`src/rtl/wordle_round_ctrl.sv`:
```
// -----------------------------------------------------------------------------
// wordle_round_ctrl
//
// Round sequencer for the Wordle game. Debounces the active-low enter button,
// steps the letter-entry slot, and issues the one-cycle strobes that drive the
// external letter registers, comparator and feedback LEDs. It also counts
// failed attempts up to a win or a loss.
//
// Parameters
//   WORD_LEN      letters per guess (slot range 0..WORD_LEN-1)
//   MAX_TRIES     failed guesses allowed before LOSE
//   DEBOUNCE_CYC  consecutive differing synchronized samples to accept a level
//
// Ports
//   clk         in   sole clock, rising edge
//   rst_n       in   synchronous, active-low reset
//   enter       in   raw pushbutton, asynchronous, 0 = pressed
//   match_all   in   comparator result, sampled in the EVAL cycle
//   clr         out  strobe: clear guess registers and feedback LEDs
//   load_en     out  strobe: capture switch letter into slot `slot`
//   slot        out  current entry slot index
//   cmp_go      out  strobe: start compare of the captured word
//   led_update  out  strobe: latch per-letter match LEDs
//   tries       out  completed failed guesses (saturates at MAX_TRIES)
//   phase       out  FSM state, doubles as the debug view of the sequencer
//
// Handshake: there is no back-pressure. Every strobe is a single-cycle pulse
// that the datapath must act on in the cycle it is high; match_all must be
// valid in the cycle after cmp_go (the EVAL cycle).
// -----------------------------------------------------------------------------
module wordle_round_ctrl #(
    parameter int WORD_LEN     = 4,
    parameter int MAX_TRIES    = 5,
    parameter int DEBOUNCE_CYC = 4,
    localparam int SLOT_W      = (WORD_LEN > 1) ? $clog2(WORD_LEN) : 1,
    localparam int TRY_W       = $clog2(MAX_TRIES + 1)
) (
    input  logic              clk,
    input  logic              rst_n,
    input  logic              enter,
    input  logic              match_all,
    output logic              clr,
    output logic              load_en,
    output logic [SLOT_W-1:0] slot,
    output logic              cmp_go,
    output logic              led_update,
    output logic [TRY_W-1:0]  tries,
    output logic [2:0]        phase
);

    localparam int CNT_W = $clog2(DEBOUNCE_CYC + 1);
    localparam logic [CNT_W-1:0]  CNT_FULL  = CNT_W'(DEBOUNCE_CYC);
    localparam logic [SLOT_W-1:0] SLOT_LAST = SLOT_W'(WORD_LEN - 1);
    localparam logic [TRY_W-1:0]  TRY_LAST  = TRY_W'(MAX_TRIES - 1);

    typedef enum logic [2:0] {
        PH_IDLE     = 3'd0,
        PH_ENTRY    = 3'd1,
        PH_CHECK    = 3'd2,
        PH_EVAL     = 3'd3,
        PH_FEEDBACK = 3'd4,
        PH_WIN      = 3'd5,
        PH_LOSE     = 3'd6
    } phase_e;

    // ------------------------------------------------------------------
    // Debouncer
    // ------------------------------------------------------------------
    logic             sync1_q, sync2_q;
    logic             acc_q;     // accepted (debounced) level, 1 = released
    logic             armed_q;   // a stable release has been seen since reset
    logic [CNT_W-1:0] cnt_q;
    logic             press_q;

    // The synchronizer resets to "pressed" so the two cycles it takes to fill
    // after reset can never count toward arming. Until armed, the counter
    // measures a stable release; a button held through reset therefore keeps
    // the block disarmed and produces no press until it is let go.
    always_ff @(posedge clk) begin
        if (!rst_n) begin
            sync1_q <= 1'b0;
            sync2_q <= 1'b0;
            acc_q   <= 1'b1;
            armed_q <= 1'b0;
            cnt_q   <= '0;
            press_q <= 1'b0;
        end else begin
            sync1_q <= enter;
            sync2_q <= sync1_q;
            press_q <= 1'b0;
            if (!armed_q) begin
                if (cnt_q == CNT_FULL) begin
                    armed_q <= 1'b1;
                    cnt_q   <= '0;
                end else if (sync2_q) begin
                    cnt_q <= cnt_q + CNT_W'(1);
                end else begin
                    cnt_q <= '0;
                end
            end else if (cnt_q == CNT_FULL) begin
                // Level change accepted; a 1->0 flip is a press.
                acc_q   <= ~acc_q;
                cnt_q   <= '0;
                press_q <= acc_q;
            end else if (sync2_q != acc_q) begin
                cnt_q <= cnt_q + CNT_W'(1);
            end else begin
                cnt_q <= '0;
            end
        end
    end

    // ------------------------------------------------------------------
    // Round FSM
    // ------------------------------------------------------------------
    phase_e            state_q, state_d;
    logic [SLOT_W-1:0] slot_q, slot_d;
    logic [TRY_W-1:0]  tries_q, tries_d;
    logic              clr_q, clr_d;
    logic              load_q, load_d;
    logic              cmp_q, cmp_d;
    logic              led_q, led_d;

    always_ff @(posedge clk) begin
        if (!rst_n) begin
            state_q <= PH_IDLE;
            slot_q  <= '0;
            tries_q <= '0;
            clr_q   <= 1'b0;
            load_q  <= 1'b0;
            cmp_q   <= 1'b0;
            led_q   <= 1'b0;
        end else begin
            state_q <= state_d;
            slot_q  <= slot_d;
            tries_q <= tries_d;
            clr_q   <= clr_d;
            load_q  <= load_d;
            cmp_q   <= cmp_d;
            led_q   <= led_d;
        end
    end

    always_comb begin
        state_d = state_q;
        slot_d  = slot_q;
        tries_d = tries_q;
        clr_d   = 1'b0;
        load_d  = 1'b0;
        cmp_d   = 1'b0;
        led_d   = 1'b0;
        unique case (state_q)
            PH_IDLE: begin
                if (press_q) begin
                    state_d = PH_ENTRY;
                    clr_d   = 1'b1;
                    slot_d  = '0;
                    tries_d = '0;
                end
            end
            PH_ENTRY: begin
                // slot advances one cycle after load_en so the load_en cycle
                // still shows the slot being written.
                if (load_q) begin
                    if (slot_q == SLOT_LAST) begin
                        state_d = PH_CHECK;
                        slot_d  = '0;
                        cmp_d   = 1'b1;
                    end else begin
                        slot_d = slot_q + SLOT_W'(1);
                    end
                end else if (press_q) begin
                    load_d = 1'b1;
                end
            end
            PH_CHECK: begin
                state_d = PH_EVAL;
            end
            PH_EVAL: begin
                if (match_all) begin
                    state_d = PH_WIN;
                end else if (tries_q == TRY_LAST) begin
                    state_d = PH_LOSE;
                    tries_d = tries_q + TRY_W'(1);
                end else begin
                    state_d = PH_FEEDBACK;
                    tries_d = tries_q + TRY_W'(1);
                    led_d   = 1'b1;
                end
            end
            PH_FEEDBACK: begin
                if (press_q) begin
                    state_d = PH_ENTRY;
                    slot_d  = '0;
                end
            end
            PH_WIN, PH_LOSE: begin
                if (press_q) begin
                    state_d = PH_IDLE;
                end
            end
            default: begin
                state_d = PH_IDLE;
            end
        endcase
    end

    assign clr        = clr_q;
    assign load_en    = load_q;
    assign cmp_go     = cmp_q;
    assign led_update = led_q;
    assign slot       = slot_q;
    assign tries      = tries_q;
    assign phase      = state_q;

endmodule

```
`config.mk`:
```
export PLATFORM = sky130hd
export DESIGN_NAME = wordle_round_ctrl
export DESIGN_NICKNAME = d
export VERILOG_FILES = /design/src/rtl/wordle_round_ctrl.sv
export SDC_FILE = /design/constraint.sdc
export NUM_CORES = 1
export LEC_CHECK = 0
export BUFFER_PORTS_ARGS = -buffer_cell sky130_fd_sc_hd__buf_2
export CAP_MARGIN = 20
export CORE_ASPECT_RATIO = 1.4
export CORE_MARGIN = 3
export CORE_UTILIZATION = 50
export CTS_CLUSTER_DIAMETER = 80
export DETAILED_ROUTE_END_ITERATION = 10
export MAX_ROUTING_LAYER = met4
export PLACE_DENSITY = 0.78
export SLEW_MARGIN = 30
export SYNTH_ARGS = -nofsm -noshare
export SYNTH_HDL_FRONTEND = slang
export SYNTH_SLANG_ARGS = --single-unit
```
`constraint.sdc`:
```
create_clock -name clk -period 1.6 [get_ports clk]
set_input_delay 0.08 -clock clk [delete_from_list [all_inputs] [get_ports clk]]
set_output_delay 0.08 -clock clk [all_outputs]
set_load 0.005 [all_outputs]
```
==> out/results.ini <==
[critical_path]
cells_on_worst_reg2reg_path=4
worstReg2RegEnd=phase[1]
timing.critical_path.from=phase[0]
rrSetupSlack_ps=210
critPathTopFamily=compound AO/OA/AOI/OAI gates
critical_path_source_type=flip-flop
worst_path_largest_cell_delay_ps=550
cp_num_buf_inv=0
crit_path_top_delay_cell=sky130_fd_sc_hd__dfxtp_1
worst_setup_path_end_kind=flip-flop
critical_path_depth=4
timing.critical_path.cells=nand2_1, a21oi_1, o21ai_0, o211a_1
worst_flop_to_flop_path_startpoint=phase[0]
worstPathArrival_ps=1590
worstPathRequired_ps=1800
criticalPathCategory=flip-flop to flip-flop
worst-path-max-fanout=13
crit_path_end=phase[1]

[floorplanning]
starting_density_of_the_core_pct=56.2
die_area_mm2=0.00243
io_pins=16
die_h_um=57.1
coreArea_mm2=0.00166
dieWidth_um=42.5
placementRows=17

[drt]
via_count=742
drc=0
drtAntennaViolNets=0
post_drt_wl_per_cell_um=11.2
dr.first_iter.drc_count=10
firstDrtPassIters=4
route.detailed.vias_per_inst=5.34
wirelength_um=1550

[power_and_ir_drop]
static_leakage_nw=0.452
ir_worst_vdd_mv=0.484
power_report.internal_total_w=0.000663
power.share.clock_pct=33.5
p_seq_share_pct=61.3
power_per_cell_area_mw_per_mm2=818
part_of_the_power_in_combinational_logic_pct=5.1
switching_share_pct=21.0
switchingPower_w=0.000176

[sta]
total_count_of_max_transition_violations_in_the_final_report=0
highest_clock_rate_mhz=720
finalWorstPathRequiredPeriod_ps=1390
tightest_slew_ps=469
tns_ps=0
setup_viol=0
grt_setup_unrepaired=false
layout_worst_path_cycle_share_pct=86.7
timing.max_slew.rel_slack_pct=68.7
final-hold-violation-count=0
fin_skew_ps=6.29

[final_layout]
multi_input_area_um2=462
drive_gt1_share_pct=20.0
area.sequential_um2=400
design_area_mm2=0.00103
final.fill_count=159
antenna_cells=0
fin_util_pct=61.8
design.final.nets=130
area_delta_synth_final_pct=10.1

[placement]
finalWeightedCongestion=0.724
placed_area_um2=980
port-buffer-count=15
dpl.hpwl_um=1150

[clock_tree]
cts_made_buffers=3
clkSlewWorstSetupHoldPaths_ps=110
cts_max_path_buffers=2
clk-insertion-delay-late_ps=290
cts_tree=yes
cts-htree-levels=1
cts_sinks=20
clockRootBuffer=sky130_fd_sc_hd__clkbuf_4

[flow_run]
drv.max_cap_violation_count=0

[synthesis]
synth-edff-count=0
flops_latches_synth=20
synth_largest_area_cell=sky130_fd_sc_hd__dfxtp_1
synth-async-reset-ratio_pct=0
syn_area_um2=932
netlist_instances=105
synth_seq_area_share_pct=43.0
post_synthesis_net_count=114
most_common_library_cells_after_synthesis=sky130_fd_sc_hd__dfxtp_1 (20), sky130_fd_sc_hd__nand2_1 (14), sky130_fd_sc_hd__nor2_1 (11)
yosys_most_used_dff=sky130_fd_sc_hd__dfxtp_1
ys.warnings.count=0
yosysUniqueCellTypes=30
synth_area_leaders=sky130_fd_sc_hd__dfxtp_1 (43%), sky130_fd_sc_hd__ha_1 (6.7%), sky130_fd_sc_hd__nand2_1 (5.6%), sky130_fd_sc_hd__nor2_1 (4.4%), sky130_fd_sc_hd__nand3_1 (3.8%)
yosys.cell_count.top_type=sky130_fd_sc_hd__dfxtp_1
synthDominantCellAreaShare_pct=43.0
syn_area_per_cell_um2=8.88

[global_route]
first_pass_grt_wire_length_um=2620
pin_count_of_the_biggest_net_entering_global_routing=22
globalRouteTotalUtil_pct=13.9
gr-total-overflow=0
antenna_violations_before_repair=0
first_global_vias=665

[outcome]
outcome=completed

[min_path]
worstHoldPathType=input pin to flip-flop

## layout make-up
cell class / instances / area share [%]
Multi-Input combinational cell: 75 / 45.0
Clock buffer: 4 / 3.54
Sequential cell: 20 / 39.0
Timing Repair Buffer: 16 / 8.29
Tap cell: 19 / 2.32
Inverter: 5 / 1.83
## metal layers
metal	global-route usage, %	part of all wire, %	vias up
met4	7.56	2.5	0
met1	16.2	46	338
li1	-	-	385
met2	22.4	48	13
met3	2.21	3.5	6
met5	-	0	-
## worst register-to-register path, stage by stage, from the launching register on
cell                      delay, ps
sky130_fd_sc_hd__dfxtp_1        550
sky130_fd_sc_hd__nand2_1        180
sky130_fd_sc_hd__a21oi_1        180
sky130_fd_sc_hd__o21ai_0        140
sky130_fd_sc_hd__o211a_1        250
## sequential cells by signal, summed over array words and instances (netlist names), 2 cells and up
register / flops
cnt_q: 3
phase: 3
slot: 2
tries: 3
## through the flow
step                      power (W)  instances  worst slack, ps  hold slack (ps)
final                      0.000839        139              212              132
after global placement     0.000566        134              303              288
after floorplan            0.000563        105              328              207
after global routing       0.000866        139             86.7              154
after detailed placement   0.000568        134              233              295
after CTS                  0.000846        139              220              125
## how the worst min path moves through the flow
| stage | end | cells after the start | startpoint | slack (ps) |
|---|---|---|---|---|
| global placement | sync1_q | 2 | enter | 290 |
| CTS | acc_q | 2 | rst_n | 130 |
| detailed placement | sync1_q | 2 | enter | 290 |
| finish | acc_q | 2 | rst_n | 130 |
| global route | acc_q | 2 | rst_n | 150 |
| floorplan | sync1_q | 1 | enter | 210 |
## layout by cell type (no fill, tap or decap), types with 2 or more instances in the layout
master                     instances
sky130_fd_sc_hd__buf_2            15
sky130_fd_sc_hd__dfxtp_1          20
sky130_fd_sc_hd__and2_1            2
sky130_fd_sc_hd__nor3b_1           2
sky130_fd_sc_hd__a21oi_1           4
sky130_fd_sc_hd__nand4b_1          2
sky130_fd_sc_hd__nand2_1          14
sky130_fd_sc_hd__a21oi_2           2
sky130_fd_sc_hd__inv_1             5
sky130_fd_sc_hd__nor3_1            2
sky130_fd_sc_hd__nand3_1           7
sky130_fd_sc_hd__o21ai_0           6
sky130_fd_sc_hd__nand3b_1          2
sky130_fd_sc_hd__nor2_1           11
sky130_fd_sc_hd__o21a_1            2
sky130_fd_sc_hd__xnor2_1           2
sky130_fd_sc_hd__ha_1              5
sky130_fd_sc_hd__clkbuf_4          3
sky130_fd_sc_hd__nor2b_1           2
## logic make-up after synthesis
kind of cell             count (synthesis)  synth area share [%]
flip-flops                              20                  43.0
XOR/XNOR                                 3                  2.82
AO/OA/AOI/OAI                           18                  12.8
buffers and inverters                   10                  7.52
adder cells (fa/ha/maj)                  5                  6.71
multiplexers                             1                  1.07
AND/OR/NAND/NOR                         48                  26.2
## what timing repair did
action	CTS	global route
hold buffers	1	0
gates resized for setup	0	0
endpoints found under the hold margin	1	0
setup buffers	0	0
## power by group through the flow
stage | Clock, W | Combinational [W] | Sequential [W]
global placement | 0 | 0.0000410 | 0.000525
CTS | 0.000288 | 0.0000434 | 0.000515
finish | 0.000281 | 0.0000432 | 0.000515
floorplan | 0 | 0.0000434 | 0.000520
detailed placement | 0 | 0.0000413 | 0.000526
global route | 0.000300 | 0.0000500 | 0.000517
Power figures use the tool's default switching activity.
